$ cat src/rtl/byte_lane_serializer.sv
// Serializes a 16-bit word into its enabled 8-bit lanes, one byte per handshake.
// Optional macro MSB_FIRST_EN: a two-lane word emits lane 1 before lane 0.
module byte_lane_serializer (
    input  logic        clk,
    input  logic        resetn,
    input  logic        in_valid,
    output logic        in_ready,
    input  logic [15:0] in_data,
    input  logic [1:0]  in_byteena,
    output logic        out_valid,
    input  logic        out_ready,
    output logic [7:0]  out_data,
    output logic        out_last,
    output logic [15:0] byte_cnt
);

    // Handshakes: a transfer happens on a rising edge where valid and ready are
    // both high; the producer holds valid and its payload stable until then.
    typedef enum logic [1:0] {IDLE, SEND_LO, SEND_HI} state_t;

    state_t      state;
    logic [15:0] word_q;
    logic [1:0]  ben_q;
    logic        accept;
    logic        handshake;

    assign in_ready  = (state == IDLE);
    assign accept    = in_valid & in_ready;
    assign handshake = out_valid & out_ready;

    always_ff @(posedge clk or negedge resetn) begin
        if (!resetn) begin
            state     <= IDLE;
            word_q    <= '0;
            ben_q     <= '0;
            out_valid <= 1'b0;
            out_last  <= 1'b0;
            out_data  <= '0;
            byte_cnt  <= '0;
        end else begin
            case (state)
                IDLE: begin
                    if (accept) begin
                        word_q <= in_data;
                        ben_q  <= in_byteena;
                        case (in_byteena)
                            2'b01: begin
                                state     <= SEND_LO;
                                out_valid <= 1'b1;
                                out_data  <= in_data[7:0];
                                out_last  <= 1'b1;
                            end
                            2'b10: begin
                                state     <= SEND_HI;
                                out_valid <= 1'b1;
                                out_data  <= in_data[15:8];
                                out_last  <= 1'b1;
                            end
                            2'b11: begin
`ifdef MSB_FIRST_EN
                                state     <= SEND_HI;
                                out_data  <= in_data[15:8];
`else
                                state     <= SEND_LO;
                                out_data  <= in_data[7:0];
`endif
                                out_valid <= 1'b1;
                                out_last  <= 1'b0;
                            end
                            default: begin
                                // An empty word is swallowed without producing a byte.
                                state <= IDLE;
                            end
                        endcase
                    end
                end
                SEND_LO, SEND_HI: begin
                    if (handshake) begin
                        byte_cnt <= byte_cnt + 16'd1;
                        if (!out_last && ben_q == 2'b11) begin
                            out_last <= 1'b1;
                            if (state == SEND_LO) begin
                                state    <= SEND_HI;
                                out_data <= word_q[15:8];
                            end else begin
                                state    <= SEND_LO;
                                out_data <= word_q[7:0];
                            end
                        end else begin
                            state     <= IDLE;
                            out_valid <= 1'b0;
                            out_last  <= 1'b0;
                        end
                    end
                end
                default: begin
                    state     <= IDLE;
                    out_valid <= 1'b0;
                    out_last  <= 1'b0;
                end
            endcase
        end
    end

endmodule

$ cat config.mk
export PLATFORM = sky130hd
export DESIGN_NAME = byte_lane_serializer
export DESIGN_NICKNAME = d
export VERILOG_FILES = /design/src/rtl/byte_lane_serializer.sv
export SDC_FILE = /design/constraint.sdc
export NUM_CORES = 1
export LEC_CHECK = 0
export CAP_MARGIN = 15
export CORE_ASPECT_RATIO = 0.6
export CORE_MARGIN = 3
export CORE_UTILIZATION = 45
export CTS_CLUSTER_SIZE = 8
export DETAILED_ROUTE_END_ITERATION = 10
export PLACE_DENSITY = 0.78
export SETUP_SLACK_MARGIN = 0.3
export SYNTH_ARGS = -nofsm -noshare
export SYNTH_HDL_FRONTEND = slang
export SYNTH_SLANG_ARGS = --single-unit
$ cat constraint.sdc
create_clock -name clk -period 2.7 [get_ports clk]
set_clock_uncertainty 0.1 [all_clocks]
set_input_delay 0.54 -clock clk [delete_from_list [all_inputs] [get_ports clk]]
set_output_delay 0.54 -clock clk [all_outputs]
set_load 0.05 [all_outputs]
==> results of run 1 <==
[how the worst max path moves through the flow]
stage	startpoint	slack, ns	cells past startpoint	to
6_report	byte_cnt[9]	0.48	1	byte_cnt[9]
5_1_grt	state[0]	0.40	7	out_data[2]
4_1_cts	byte_cnt[3]	0.47	1	byte_cnt[3]
3_5_place_dp	in_byteena[1]	0.19	8	out_data[4]
3_3_place_gp	in_byteena[1]	0.27	8	out_data[4]
2_1_floorplan	state[0]	0.49	7	out_data[0]
[cell usage in the layout, fill, tap and decap left out, types with 2 or more instances in the layout]
cell,count
a211oi_1,8
a21oi_1,11
buf_4,6
clkbuf_8,5
clkdlybuf4s50_1,46
dfrtp_1,46
ha_1,9
inv_1,9
mux2_2,17
mux2_4,8
mux2i_1,9
nand2_1,12
nand3_1,5
nand4_1,5
nor2_1,4
nor2b_1,8
nor3_1,2
o21ai_0,3
o31ai_1,3
xnor2_1,12
xor2_1,3
[area by class of cell]
class                   instances  area [um2]
fillers                       385        1760
flip-flops and latches         46        1150
multi-input cells             130        1070
repair buffers                 54         519
well taps                      63        78.8
clock buffers                   6        72.6
clock inverters                 2        37.5
inverters                      10        37.5
[where the power goes]
group          leakage (nW)  internal (mW)  total, mW  switching (mW)
clock network        0.0514          0.276      0.507           0.231
logic                 0.681          0.699       1.56           0.858
registers             0.568          0.944       1.12           0.173
[state kept, by name (all words and copies together) (netlist names)]
register / cells
state: 2
out_data: 8
out_valid: 1
byte_cnt: 16
word_q: 16
ben_q: 2
out_last: 1
[metal layers]
metal | up-vias | GRT usage, % | wire [um]
li1 | 791 | - | -
met1 | 782 | 20.1 | 2210
met2 | 46 | 24.9 | 1920
met3 | 3 | 4.19 | 262
met4 | 0 | 3.50 | 29
met5 | - | 0 | 0
[repair_timing]
action | in CTS | in global routing
hold buffers | 0 | 0
gates resized for setup | 1 | 0
endpoints found under the setup margin | 1 | 0
[through the flow]
stage / instance area, um2 / power (mW) / std cells
floorplan: 2290 / 2.26 / 192
global placement: 2860 / 2.67 / 303
detailed placement: 2860 / 2.70 / 303
CTS: 2970 / 3.21 / 311
global route: 2970 / 3.35 / 311
finish: 2970 / 3.18 / 311
[logic make-up (layout without fill, tap and decap cells)]
family	count (synthesis)	in the layout
buf+inv	16	72
xor+xnor	15	15
compound gates	28	28
fa+ha+maj	9	9
mux	34	34
flops	46	46
simple gates	44	44
==> summary.txt, run 1 <==
STA
  – Worst slew margin: 60.8%
  – Final Max Tran Viols: 0
  – Final worst slack: 0.478 ns
  – Setup TNS: 0 ns
  – Final hold slack: 0.223 ns
  – Final Hold Fails: 0
  – Max Fclk: 450 MHz
  – RSZ-0062 raised after global routing: false
  – Final setup vio count: 0
  – Worst Tran Pin Value: 0.588 ns
  – Crit path time final: 2.22 ns
  – Crit share post-route: 82.3%

Setup path
  – CP Cell Sequence: clkdlybuf4s50_1
  – Worst Reg-to-Reg Cells: 7
  – CP Class: flip-flop to output pin
  – Worst Path Required: 2.06 ns
  – Worst R2R Start: state[0]
  – RR Endpoint: out_data[3]
  – R2r setup slk: 0.50 ns
  – Max FO, Critical Path: 6
  – CP Launch Type: flip-flop
  – Critical Path Slowest Stage Cell: clkdlybuf4s50_1
  – CP Capture Type: output pin
  – Worst path max stage delay: 0.84 ns
  – Arr. time, crit path: 1.58 ns
  – CP top delay family: buffers and inverters
  – Crit path buffers/inverters: 1

Floorplan
  – # rows: 19
  – I/O pins: 49
  – Placeable Area: 4730 um2
  – Starting density of the core: 48.5%
  – Die H: 61.3 um
  – Chip width: 98.2 um
  – Die area: 6020 um2

Synth
  – Synth area leader: dfrtp_1
  – Post-Syn Instances: 192
  – Async S/R FF share, synth: 100%
  – Post-Synth Simple-Gate Area: 10.5%
  – YS warnings: 0
  – Cell area after synthesis: 2290 um2
  – Synth Area in Adders: 4.91%
  – Most common cell in the netlist: dfrtp_1
  – Yosys top cell area share: 50.2%
  – Synth Net Count: 223
  – Main area contributors after synthesis: dfrtp_1, mux2_2, mux2_4
  – Seq/Total Area, Yosys: 50.2%
  – Xor/xnor cell area share of the yosys netlist: 5.73%
  – Unique masters post-synth: 34
  – Post-synthesis compound-gate area fraction: 7.97%
  – Post-synth EDFFs: 0
  – Top cells by count, synth: dfrtp_1, mux2_2, nand2_1, xnor2_1, a21oi_1
  – Syn_area_per_cell: 11.9 um2
  – Mux contribution to synthesized area: 17.5%
  – Top FF cell, synth: dfrtp_1
  – Main combinational cell family by area after synthesis: multiplexers
  – FF+latch count, synth: 46

Placement
  – Dpl ws: 0.191 ns
  – Final HPWL DP: 3320 um
  – Routability cong.: 0.775
  – Port bufs: 48

CTS
  – Clock Tree Root: clkbuf_8
  – Clk_lat worst skew: 0.30 ns
  – Num CTS Buffers: 5
  – Post-CTS Setup Inserts: 0
  – # H-tree levels: 2
  – Clk pin slew, worst setup/hold paths: 0.09 ns
  – Clock Path Buffers: 2
  – Clk sinks: 46
  – CTS tree: built

Power and ir drop
  – PD cells: 1070 nW/um2
  – Max VDD drop: 628 uV
  – Leak: 1.30 nW

Detailed routing
  – Antenna viol nets, final: 0
  – Vias per std cell: 5.22
  – DRC Markers: 0
  – Final WL: 4420 um
  – Pre-Repair DR Iteration Count: 4
  – Routed len/inst: 14.2 um
  – DR vias: 1622
  – Initial detailed-routing violation count: 51

GRT
  – Largest net degree at the start of global routing: 47
  – Initial antenna violation count: 0
  – Number of global-route vias before repair: 1530
  – Residual overflow from global routing: 0
  – Global-route usage over all layers: 15.0%
  – First-pass GRT wire length: 7060 um

Final layout
  – Share of cells above drive strength 1: 17.7%
  – Final Util: 62.7%
  – Net count of the finished layout: 278
  – Antenna diodes: 0
  – Area Growth Syn to Fin: 29.4%

Min path
  – Hold WC Path Type: input pin to asynchronous set/reset pin

Run status
  – Outcome: complete, no violations

Job
  – Number of max-cap violations: 0
No activity file was read; power rests on OpenSTA's default activity.
==> run 2: changes to the inputs <==
Clock period 2.7 ns to 2.3 ns, I/O delays scaled along.
==> run 2 against run 1 <==
Against the previous run:
- first-iteration DRC count up 3.9%
- non-clock buffer count is 13 higher
- die area unchanged
- worst setup slack got worse by 0.14 ns
- clock power is 1% lower
- combinational power increased by 22%
==> summary.txt, run 2 (synthesis results as in run 1) <==
Placement
  – Port bufs: 48 (unchanged)
  – Routability cong.: 0.761 (was 0.775)
  – Final HPWL DP: 3560 um (was 3320 um)
  – Dpl ws: -0.0305 ns (was 0.191 ns)

Setup path
  – Worst R2R Start: state[0] (unchanged)
  – Critical path startpoint: in_byteena[0] (was byte_cnt[9])
  – Arr. time, crit path: 2.06 ns (was 1.58 ns)
  – CP Launch Type: input pin (was flip-flop)
  – CP top delay family: buffers and inverters (unchanged)
  – CP Class: input pin to flip-flop (was flip-flop to output pin)
  – Critical Path Slowest Stage Cell: clkdlybuf4s50_1 (unchanged)
  – Worst path max stage delay: 0.51 ns (was 0.84 ns)
  – Max FO, Critical Path: 8 (was 6)
  – CP Cell Sequence: clkdlybuf4s50_1 > ha_2 > nor2_4 > a311o_1 > buf_6 > mux2_4 (was clkdlybuf4s50_1)
  – Crit path buffers/inverters: 2 (was 1)
  – CP Capture Type: flip-flop (was output pin)
  – Worst Path Required: 2.39 ns (was 2.06 ns)

Detailed routing
  – Final WL: 4780 um (was 4420 um)
  – DR vias: 1633 (was 1622)
  – Antenna viol nets, final: 0 (unchanged)
  – Vias per std cell: 5.04 (was 5.22)
  – Routed len/inst: 14.8 um (was 14.2 um)
  – Initial detailed-routing violation count: 53 (was 51)
  – Pre-Repair DR Iteration Count: 4 (unchanged)
  – DRC Markers: 0 (unchanged)

Run status
  – Outcome: complete, no violations (unchanged)

GRT
  – Largest net degree at the start of global routing: 29 (was 47)
  – Number of global-route vias before repair: 1606 (was 1530)
  – Global-route usage over all layers: 17.1% (was 15.0%)
  – Residual overflow from global routing: 0 (unchanged)
  – Initial antenna violation count: 0 (unchanged)
  – First-pass GRT wire length: 7830 um (was 7060 um)

STA
  – Final Max Tran Viols: 0 (unchanged)
  – RSZ-0062 raised after global routing: true (was false)
  – Crit path time final: 1.96 ns
  – Final worst slack: 0.336 ns (was 0.478 ns)
  – Setup TNS: 0 ns (unchanged)
  – Worst slew margin: 58.7% (was 60.8%)
  – Final Hold Fails: 0 (unchanged)
  – Max Fclk: 509 MHz
  – Final setup vio count: 0 (unchanged)
  – Crit share post-route: 85.4%
  – Worst Tran Pin Value: 0.619 ns (was 0.588 ns)

Final layout
  – Antenna diodes: 0 (unchanged)
  – Commonest non-fill, non-tap cell in the layout: dfrtp_1
  – Final Util: 65.1% (was 62.7%)
  – Biggest regs: byte_cnt (16), word_q (16), out_data (8) (unchanged)
  – Net count of the finished layout: 291 (was 278)
  – Share of cells above drive strength 1: 26.4% (was 17.7%)
  – Commonest non-fill, non-tap cells in the layout: dfrtp_1, dlygate4sd2_1, clkdlybuf4s50_1 (was dfrtp_1, clkdlybuf4s50_1, mux2_2)
  – Area Growth Syn to Fin: 34.3% (was 29.4%)

CTS
  – Clk pin slew, worst setup/hold paths: 0.08 ns (was 0.09 ns)
  – Clock Tree Root: clkbuf_8 (unchanged)
  – Clk sinks: 46 (unchanged)
  – CTS tree: built (unchanged)
  – Clk_lat worst skew: 0.31 ns (was 0.30 ns)
  – # H-tree levels: 2 (unchanged)
  – Clock Path Buffers: 2 (unchanged)
  – Num CTS Buffers: 5 (unchanged)

Floorplan
  – Placeable Area: 4730 um2 (unchanged)
  – # rows: 19 (unchanged)
  – Die H: 61.3 um (unchanged)
  – I/O pins: 49 (unchanged)
  – Starting density of the core: 48.5% (unchanged)
  – Die area: 6020 um2 (unchanged)
  – Chip width: 98.2 um (unchanged)

Power and ir drop
  – Leak: 1.45 nW (was 1.30 nW)
  – Final Total Pwr: 3.72 mW (was 3.18 mW)
  – Max VDD drop: 565 uV (was 628 uV)
  – PD cells: 1210 nW/um2 (was 1070 nW/um2)

Min path
  – Hold WC Path Type: input pin to asynchronous set/reset pin (unchanged)

Job
  – Number of max-cap violations: 0 (unchanged)
==> run 2: layout make-up <==
cell class / count / area (um2)
Fill cell: 392 / 1650
Sequential cell: 46 / 1150
Multi-Input combinational cell: 130 / 1120
Timing Repair Buffer: 67 / 602
Tap cell: 63 / 78.8
Clock buffer: 5 / 68.8
Inverter: 10 / 37.5
Clock inverter: 3 / 21.3
==> run 2: path summary, 6_finish.rpt <==
path	to	slack [ns]	depth (start not counted)
setup / recovery	out_data[5]	0.34	6
hold reg to reg	byte_cnt[15]	0.37	1
max in group asynchronous	out_data[6]	1.42	2
min in group clk	byte_cnt[15]	0.37	1
hold / removal	byte_cnt[13]	0.06	1
setup reg to reg	out_data[5]	0.36	7
==> run 2: what timing repair did <==
item,in CTS,in global routing
pin swaps,0,4
resized for setup,27,9
setup buffers,3,3
hold buffers,0,0
setup endpoints to repair,34,8
==> run 2: where the power goes <==
part           total, mW  internal, mW  switching, mW
Clock              0.502         0.214          0.289
Combinational       1.91         0.846           1.07
Sequential          1.31          1.11          0.198
==> run 2: metrics by stage <==
stage | hold WS, ns | instances | area (um2)
3_3_place_gp | 0.363 | 310 | 2940
4_1_cts | 0.0771 | 321 | 3020
5_1_grt | 0.102 | 324 | 3080
6_report | 0.0620 | 324 | 3080
3_5_place_dp | 0.371 | 310 | 2940
2_1_floorplan | 0.0644 | 192 | 2310
==> run 2: metal layers <==
layer,part of all wire [%],up-vias,track usage (%)
met5,0,-,0
met4,1.5,0,7.00
met3,5.3,8,4.52
met2,43,43,25.6
met1,50,772,24.1
li1,-,810,-
